==> src/rtl/mp3_pkg.sv <==
`default_nettype none
// ============================================================================
// Module  : mp3_pkg
// Brief   : Shared constants and types for the MP3 granule sample path.
// Revision: 1.0 - initial release
// ============================================================================
package mp3_pkg;

    localparam int N_SAMPLES      = 576;
    localparam int MAX_BIG_VALUES = 288;
    localparam int PAIR_SAMPLE_W  = 16;

    typedef enum logic [1:0] {
        IDLE      = 2'd0,
        COLLECT   = 2'd1,
        ZERO_FILL = 2'd2,
        DONE      = 2'd3
    } state_t;

    typedef struct packed {
        logic signed [PAIR_SAMPLE_W-1:0] x;
        logic signed [PAIR_SAMPLE_W-1:0] y;
    } pair_t;

endpackage
`default_nettype wire

==> src/rtl/pair_fifo.sv <==
`default_nettype none
// ============================================================================
// Module  : pair_fifo
// Brief   : Power-of-two depth FIFO with same-cycle push/pop and sync clear.
// Revision: 1.0 - initial release
// ============================================================================
module pair_fifo #(
    parameter int DEPTH = 4,
    parameter int WIDTH = 32
) (
    input  logic             clk,
    input  logic             rst,
    input  logic             clr,
    input  logic             push,
    input  logic [WIDTH-1:0] din,
    input  logic             pop,
    output logic [WIDTH-1:0] dout,
    output logic             full,
    output logic             empty
);

    localparam int PTR_W = (DEPTH > 1) ? $clog2(DEPTH) : 1;

    logic [WIDTH-1:0] mem [DEPTH];
    logic [PTR_W-1:0] rd_ptr;
    logic [PTR_W-1:0] wr_ptr;
    logic [PTR_W:0]   count;
    logic             do_push;
    logic             do_pop;

    assign full    = (count == (PTR_W+1)'(DEPTH));
    assign empty   = (count == '0);
    assign do_pop  = pop && !empty;
    // A pop in the same cycle frees the slot a push on a full FIFO needs.
    assign do_push = push && (!full || do_pop);
    assign dout    = mem[rd_ptr];

    always_ff @(posedge clk) begin
        if (do_push) begin
            mem[wr_ptr] <= din;
        end
    end

    always_ff @(posedge clk or posedge rst) begin
        if (rst) begin
            rd_ptr <= '0;
            wr_ptr <= '0;
            count  <= '0;
        end else if (clr) begin
            rd_ptr <= '0;
            wr_ptr <= '0;
            count  <= '0;
        end else begin
            if (do_push) begin
                wr_ptr <= wr_ptr + PTR_W'(1);
            end
            if (do_pop) begin
                rd_ptr <= rd_ptr + PTR_W'(1);
            end
            case ({do_push, do_pop})
                2'b10:   count <= count + (PTR_W+1)'(1);
                2'b01:   count <= count - (PTR_W+1)'(1);
                default: count <= count;
            endcase
        end
    end

endmodule
`default_nettype wire

==> src/rtl/huff_granule_writer.sv <==
`default_nettype none
// ============================================================================
// Module  : huff_granule_writer
// Brief   : Buffers decoded (x,y) pairs and writes one granule of samples,
//           zero-filling past big_values, then pulses done.
// Revision: 1.0 - initial release
// ============================================================================
module huff_granule_writer
    import mp3_pkg::*;
#(
    parameter int N_SAMPLES  = 576,
    parameter int FIFO_DEPTH = 4,
    parameter int SAMPLE_W   = 16,
    parameter int ADDR_W     = 10
) (
    input  logic                       clk,
    input  logic                       rst,
    input  logic                       start,
    input  logic [8:0]                 big_values,
    input  logic                       pair_valid,
    input  logic signed [SAMPLE_W-1:0] x_val,
    input  logic signed [SAMPLE_W-1:0] y_val,
    output logic                       pair_ready,
    output logic                       sample_we,
    output logic [ADDR_W-1:0]          sample_addr,
    output logic signed [SAMPLE_W-1:0] sample_data,
    output logic                       busy,
    output logic                       done,
    output logic                       err_extra
);

    localparam logic [8:0]        HALF_PAIRS = 9'(N_SAMPLES / 2);
    localparam logic [ADDR_W:0]   END_IDX    = (ADDR_W+1)'(N_SAMPLES);
    localparam logic [ADDR_W-1:0] LAST_ADDR  = ADDR_W'(N_SAMPLES - 1);

    state_t                  state;
    logic [8:0]              bv;
    logic [8:0]              acc_cnt;
    logic [ADDR_W-1:0]       wr_idx;
    logic                    phase;

    logic                    fifo_full;
    logic                    fifo_empty;
    logic                    push;
    logic                    pop;
    logic                    fifo_clr;
    logic [2*SAMPLE_W-1:0]   fifo_dout;
    logic [8:0]              bv_in;
    logic [ADDR_W:0]         next_pair_idx;
    logic [ADDR_W:0]         bv_end;

    assign bv_in         = (big_values > HALF_PAIRS) ? HALF_PAIRS : big_values;
    assign pair_ready    = (state == COLLECT) && !fifo_full && (acc_cnt < bv);
    assign push          = pair_valid && pair_ready;
    assign pop           = (state == COLLECT) && phase && !fifo_empty;
    assign fifo_clr      = (state == IDLE) && start;
    assign next_pair_idx = {1'b0, wr_idx} + (ADDR_W+1)'(2);
    assign bv_end        = (ADDR_W+1)'({bv, 1'b0});

    pair_fifo #(
        .DEPTH (FIFO_DEPTH),
        .WIDTH (2*SAMPLE_W)
    ) u_fifo (
        .clk   (clk),
        .rst   (rst),
        .clr   (fifo_clr),
        .push  (push),
        .din   ({x_val, y_val}),
        .pop   (pop),
        .dout  (fifo_dout),
        .full  (fifo_full),
        .empty (fifo_empty)
    );

    always_ff @(posedge clk or posedge rst) begin
        if (rst) begin
            state       <= IDLE;
            bv          <= '0;
            acc_cnt     <= '0;
            wr_idx      <= '0;
            phase       <= 1'b0;
            sample_we   <= 1'b0;
            sample_addr <= '0;
            sample_data <= '0;
            busy        <= 1'b0;
            done        <= 1'b0;
            err_extra   <= 1'b0;
        end else begin
            sample_we <= 1'b0;
            done      <= 1'b0;
            if (push) begin
                acc_cnt <= acc_cnt + 9'd1;
            end

            case (state)
                IDLE: begin
                    busy <= 1'b0;
                    if (start) begin
                        bv        <= bv_in;
                        acc_cnt   <= '0;
                        wr_idx    <= '0;
                        phase     <= 1'b0;
                        err_extra <= 1'b0;
                        busy      <= 1'b1;
                        state     <= (bv_in == 9'd0) ? ZERO_FILL : COLLECT;
                    end
                end

                COLLECT: begin
                    if (pair_valid && !pair_ready && (acc_cnt == bv)) begin
                        err_extra <= 1'b1;
                    end
                    // Each pair takes two cycles: x first, then y with the pop.
                    if (!fifo_empty) begin
                        sample_we <= 1'b1;
                        if (!phase) begin
                            sample_addr <= wr_idx;
                            sample_data <= fifo_dout[2*SAMPLE_W-1:SAMPLE_W];
                            phase       <= 1'b1;
                        end else begin
                            sample_addr <= wr_idx + ADDR_W'(1);
                            sample_data <= fifo_dout[SAMPLE_W-1:0];
                            phase       <= 1'b0;
                            wr_idx      <= next_pair_idx[ADDR_W-1:0];
                            if (next_pair_idx == bv_end) begin
                                state <= (next_pair_idx == END_IDX) ? DONE : ZERO_FILL;
                            end
                        end
                    end
                end

                ZERO_FILL: begin
                    sample_we   <= 1'b1;
                    sample_addr <= wr_idx;
                    sample_data <= '0;
                    if (wr_idx == LAST_ADDR) begin
                        state <= DONE;
                    end else begin
                        wr_idx <= wr_idx + ADDR_W'(1);
                    end
                end

                DONE: begin
                    done  <= 1'b1;
                    state <= IDLE;
                end

                default: state <= IDLE;
            endcase
        end
    end

endmodule
`default_nettype wire

==> config.mk <==
export PLATFORM = sky130hd
export DESIGN_NAME = huff_granule_writer
export DESIGN_NICKNAME = d
export VERILOG_FILES = /design/src/rtl/mp3_pkg.sv /design/src/rtl/pair_fifo.sv /design/src/rtl/huff_granule_writer.sv
export SDC_FILE = /design/constraint.sdc
export NUM_CORES = 1
export LEC_CHECK = 0
export CAP_MARGIN = 20
export CORE_ASPECT_RATIO = 0.5
export CORE_UTILIZATION = 52
export DETAILED_ROUTE_END_ITERATION = 6
export PLACE_DENSITY = 0.87
export RECOVER_POWER = 50
export SYNTH_ARGS = -nofsm -noshare
export SYNTH_HDL_FRONTEND = slang
export SYNTH_SLANG_ARGS = --single-unit
==> constraint.sdc <==
create_clock -name clk -period 3.12 [get_ports clk]
set_input_delay 0.312 -clock clk [delete_from_list [all_inputs] [get_ports clk]]
set_output_delay 0.312 -clock clk [all_outputs]
set_load 0.01 [all_outputs]
==> Word level (Yosys, flattened, before mapping) <==
Memories as Yosys holds them, arrays and structs flattened.
Cells that the tools add are included.
{ "word_totals": {"reg_bits": 68, "ramBits": 128, "input_bits": 45, "out_inout_bits": 31, "word_cells": 111, "memories": 1} }
{ "memory_table": {"columns": ["memory", "words", "width", "rd", "rd_ports_with_merged_regs", "wr", "line_no", "rtl"], "rows": [
  ["u_fifo.mem", 4, 32, 1, 0, 1, "pair_fifo.sv:24", "logic [WIDTH-1:0] mem [DEPTH];"]
]} }
{ "classes": {"n_addsub": 7, "n_lt_le_gt_ge": 2, "n_eq_ne": 17, "muxes": 41, "n_reduce_logical": 29} }
{ "op_table": {"columns": ["operator", "n"], "rows": [
  ["$mux W10", 6],
  ["$mux W9", 4],
  ["$mux W16", 2],
  ["$pmux W16 S2", 1],
  ["$pmux W10 S3", 1],
  ["$mux W2", 10],
  ["$pmux W10 S2", 1],
  ["$add A10 B2 Y11 const B", 1],
  ["$eq A11 B10 Y1", 1],
  ["$eq A11 B10 Y1 const B", 1],
  ["$add A10 B1 Y10 const B", 1],
  ["$eq A10 B10 Y1 const B", 1],
  ["$logic_and A1 B1 Y1", 10],
  ["$mux W1", 10],
  ["$ne A2 B2 Y1 const B", 5],
  ["$reduce_and A5 Y1", 2],
  ["$add A9 B1 Y9 const B", 1],
  ["$eq A9 B9 Y1", 1],
  ["$gt A9 B9 Y1 const B", 1],
  ["$logic_not A9 Y1", 1],
  ["$lt A9 B9 Y1", 1],
  ["$pmux W2 S4", 1],
  ["$reduce_bool A2 Y1", 4],
  ["$eq A2 B2 Y1 const B", 3],
  ["other kinds (16)", 26]
]} }

==> Logic depth before layout (Yosys ltp) <==
{ "logic_depth": {"depth_word": 9, "ltp_mapped": 12, "depth_no_buf": 11} }

==> Hierarchy <==
From an unflattened synthesis, not the netlist that was laid out.
{ "hier_totals": {"hier_cells": 658, "area_unflattened_um2": 8876.0} }
{ "by_module_without_submodules": {"columns": ["module", "instances", "cells_each", "area_each_um2", "seq_area_each_um2"], "rows": [
  ["pair_fifo", 1, 231, 5176.2, 4018.9],
  ["huff_granule_writer", 1, 427, 3699.8, 1526.5]
]} }

==> Worst setup path before layout <==
OpenSTA, ideal clock, no wires.
{ "synth_timing": {"path_kind": "reg-to-reg", "start": "reg bv[8]", "end": "mem u_fifo.mem[0][0], enable pin", "setup_time_ns": 0.392, "t_arrival_ns": 2.632, "t_required_ns": 2.728, "slack_ns": 0.096, "stages_incl_launch_ff": 9, "path_buffers": 1, "synth_period_minus_slack_ns": 3.024, "path_cell_list": "dfrtp_1 inv_1 ha_1 nand2_1 nand3b_1 a2111oi_4 o21a_1 buf_2 and3_1"} }
{ "synth_between": {"elab_chain_len": 6} }
{ "synth_lines": {"columns": ["element", "line_no", "rtl"], "rows": [
  ["start: declaration", "huff_granule_writer.sv:37", "logic [8:0] bv;"],
  ["start signal: assignment", "huff_granule_writer.sv:99", "bv <= bv_in;"],
  ["$lt A9 B9 Y1", "huff_granule_writer.sv:53", "assign pair_ready = (state == COLLECT) && !fifo_full && (acc_cnt < bv);"],
  ["$logic_and A1 B1 Y1", "huff_granule_writer.sv:53", null],
  ["named net pair_ready", "huff_granule_writer.sv:23", "output logic pair_ready,"],
  ["$logic_and A1 B1 Y1", "huff_granule_writer.sv:54", "assign push = pair_valid && pair_ready;"],
  ["$logic_and A1 B1 Y1", "pair_fifo.sv:35", "assign do_push = push && (!full || do_pop);"],
  ["$mux W1", "pair_fifo.sv:39", "if (do_push) begin"],
  ["$mux W1 (not written as such)", "pair_fifo.sv:40", "mem[wr_ptr] <= din;"],
  ["end: declaration", "pair_fifo.sv:24", null]
]} }
The timed path passes the listed nets, and every way through them passes these cells.

==> Worst setup path after layout <==
{ "layout_timing": {"start": "reg bv[8]", "end": "out pair_ready"} }
{ "layout_between": {"elab_chain_len": 2} }
{ "layout_lines": {"columns": ["element", "line_no"], "rows": [
  ["$lt A9 B9 Y1", "huff_granule_writer.sv:53"],
  ["$logic_and A1 B1 Y1", "huff_granule_writer.sv:53"],
  ["end: declaration", "huff_granule_writer.sv:23"]
]} }
No other way between the ends.

==> impl_metrics.yaml <==
cts:
  root_buffer: "clkbuf_16"
  postCtsSetupRepairBufs: 0
  cts-htree-levels: 4
  numCtsBuffers: 17
  cts_sinks: 196
  tritoncts: "built"
  cts.path.max_buffers: 2
  cts.clk_slew.worst_paths_ps: 80
  clkLatencyLatePin_ps: 440
route:
  drcViolationCount: 0
  viasPerCell: 5.92
  drt_iter0_markers: 543
  wire_per_inst_um: 20.7
  drt_wl_total_mm: 20.0
  dr.pass1.iters: 7
  postRouteAntennaNets: 0
  vias: 5716
power_and_ir_drop:
  max-vdd-ir-drop_mv: 0.462
  leakagePower_uw: 0.00399
  powerDensity_nw_per_um2: 876
yosys:
  yosys_warnings: 0
  async_reset_ff_frac: 0.347
  syn_nets: 723
  synth_cell_types: 65
  yosys.area.top_type: "edfxtp_1"
  netlist_area_um2: 8940
  synth.most_common_cell: "edfxtp_1"
  avgSynthCellArea_um2: 13.6
  synth_area_leaders: "edfxtp_1 (43%), dfrtp_1 (19%), mux4_2 (8.1%)"
  ys_seq_area_frac: 0.620
  ys_ff_latch: 196
  synth.top_cell.area_share: 0.430
  synth_edf_count: 128
  synthTopCellsByCount: "edfxtp_1 (128), dfrtp_1 (68), nand2_1 (63)"
  synthFlopType: "edfxtp_1"
  syn-instance-count: 656
cells_and_area:
  final_nets: 793
  fin_area_um2: 10600
  syn_to_final_growth_pct: 18.7
  fillers: 1129
  register_area_um2: 5550
  multi_input_area_um2: 3130
  fin_cells: 966
  drive_gt1_frac: 0.123
  n_antenna_cell: 0
setup_path:
  crit_slowest_cell: "clkdlybuf4s50_1"
  worst_setup_path_start_kind: "flop"
  slowest_delay_ps: 570
  reg2regPathDepth: 11
  worstSetupStartpoint: "bv[8]"
  critical_path_buf_inv_count: 2
  crit_type: "reg -> out"
  worstSetupEndpoint: "pair_ready"
  rr_endpoint: "u_fifo.count[2]"
  reg2reg_from: "bv[8]"
  crit_chain: "inv_1, ha_1, nand2_1, nand3b_1, a2111oi_4, o21a_2, clkdlybuf4s50_1"
  critical_path_peak_fanout: 9
  arrival_ps: 2630
  path_delay_family: "compound AO/OA/AOI/OAI gates"
  rrSetupSlack_ps: 410
  required_ps: 2810
  worst_setup_path_end_kind: "primary output"
  path_depth: 7
sta:
  hold_violations: 0
  slew_violations: 0
  setup_tns_ps: 0
  relSlewSlack: 0.156
  post-route-min-period_ps: 2940
  fmax_mhz: 340
  skew_ps: 16.9
  tightestPinTransition_ps: 1270
  setup_violations: 0
  fin_crit_sh: 0.943
  rsz0062_at_grt: "false"
global_route:
  grt_use_total: 0.234
  grt-ovfl-total: 0
  grt_pass1_vias: 5670
  grt_antenna_before_repair: 0
  grt_max_degree: 41
  grt_pass1_wl_mm: 31.2
placement:
  place_area_um2: 9980
  io_buffers: 75
  dp_hpwl_mm: 12.5
  place.gp.congestion: 0.912
  place_inst: 934
floorplanning:
  die_h_um: 94.7
  start_util: 0.539
  fp.dieW_um: 187
  pin_count: 76
  row_count: 33
  dieArea_um2: 17800
  coreArea_um2: 16600
flow_run:
  maxCapViolCount: 0
run_status:
  status: "complete, no violations"
min_path:
  hp-class: "reg -> reg"
how the worst min path moves through the flow:
| stage | start | end | slack [ps] | cells past startpoint |
|---|---|---|---|---|
| finish | sample_addr[7] | sample_addr[7] | 480 | 2 |
| CTS | rst | sample_data[7] | 340 | 2 |
| detailed placement | sample_data[10] | sample_data[10] | 470 | 2 |
| global placement | sample_addr[2] | sample_addr[2] | 460 | 2 |
| floorplan | y_val[0] | u_fifo.mem[0][0] | 410 | 0 |
| global route | big_values[2] | bv[2] | 500 | 3 |
area by class of cell:
type | count | share of cell area
Clock buffer | 17 | 0.0401
Clock inverter | 15 | 0.0210
Inverter | 24 | 0.00849
Multi-Input combinational cell | 398 | 0.295
Sequential cell | 196 | 0.523
Tap cell | 227 | 0.0268
Timing Repair Buffer | 89 | 0.0863
layout by cell type, fill, tap and decap left out, drive strengths merged, types with 6 or more instances in the layout:
master / Yosys / final
a21oi: 24 / 24
and2: 8 / 8
and3: 9 / 9
buf: 17 / 13
clkbuf: 21 / 18
clkdlybuf4s50: 0 / 31
clkinv: 0 / 7
dfrtp: 68 / 68
dlygate4sd3: 0 / 44
edfxtp: 128 / 128
ha: 21 / 21
inv: 24 / 31
mux2i: 23 / 23
mux4: 32 / 32
nand2: 63 / 63
nand3: 14 / 14
nand4: 6 / 6
nor2: 33 / 33
nor4: 6 / 6
o21ai: 55 / 55
xnor2: 15 / 15
xor2: 11 / 11
power breakdown:
part	internal, uW	switching, uW	total, uW	leakage (uW)
clock network	1190	1150	2340	0.000311
registers	3440	454	3890	0.00199
logic	1450	1620	3060	0.00170
total	6080	3220	9300	0.00399
per-stage QoR:
step	setup slack, ps	hold WS [ps]	util	total power, uW
3_3_place_gp	441	462	0.601	6840
6_report	179	476	0.639	9300
3_5_place_dp	354	469	0.601	6980
5_1_grt	36.3	500	0.639	9720
2_1_floorplan	95.8	411	-	5880
4_1_cts	96.1	339	0.640	9360
state kept, by name, indices dropped and copies added, names as in the netlist:
signal,cells
acc_cnt,9
sample_addr,10
err_extra,1
busy,1
u_fifo.rd_ptr,2
u_fifo.wr_ptr,2
u_fifo.count,3
u_fifo.mem,128
sample_data,16
phase,1
done,1
bv,9
sample_we,1
wr_idx,10
state,2
cell families after synthesis:
logic type | share of synthesized area
fa+ha+maj | 0.0316
mux | 0.108
flops | 0.620
buf+inv | 0.0302
xor+xnor | 0.0255
simple gates | 0.0932
compound gates | 0.0914
worst min-delay path: cells and delay by family, from the launching register on:
family	cells	cell delay, ps
simple gates	1	50
compound gates	1	60
flops	1	340
timing repair:
item / CTS / global route
endpoints found under the setup margin: 0 / 1
gates resized for setup: 0 / 1
hold buffers: 0 / 0
metal layers:
layer / up-vias / track usage / wire, um
li1: 2610 / - / -
met1: 2853 / 0.316 / 8870
met2: 220 / 0.391 / 9870
met3: 33 / 0.0398 / 940
met4: 0 / 0.0827 / 277
met5: - / 0 / 0
Power figures use the tool's default switching activity.
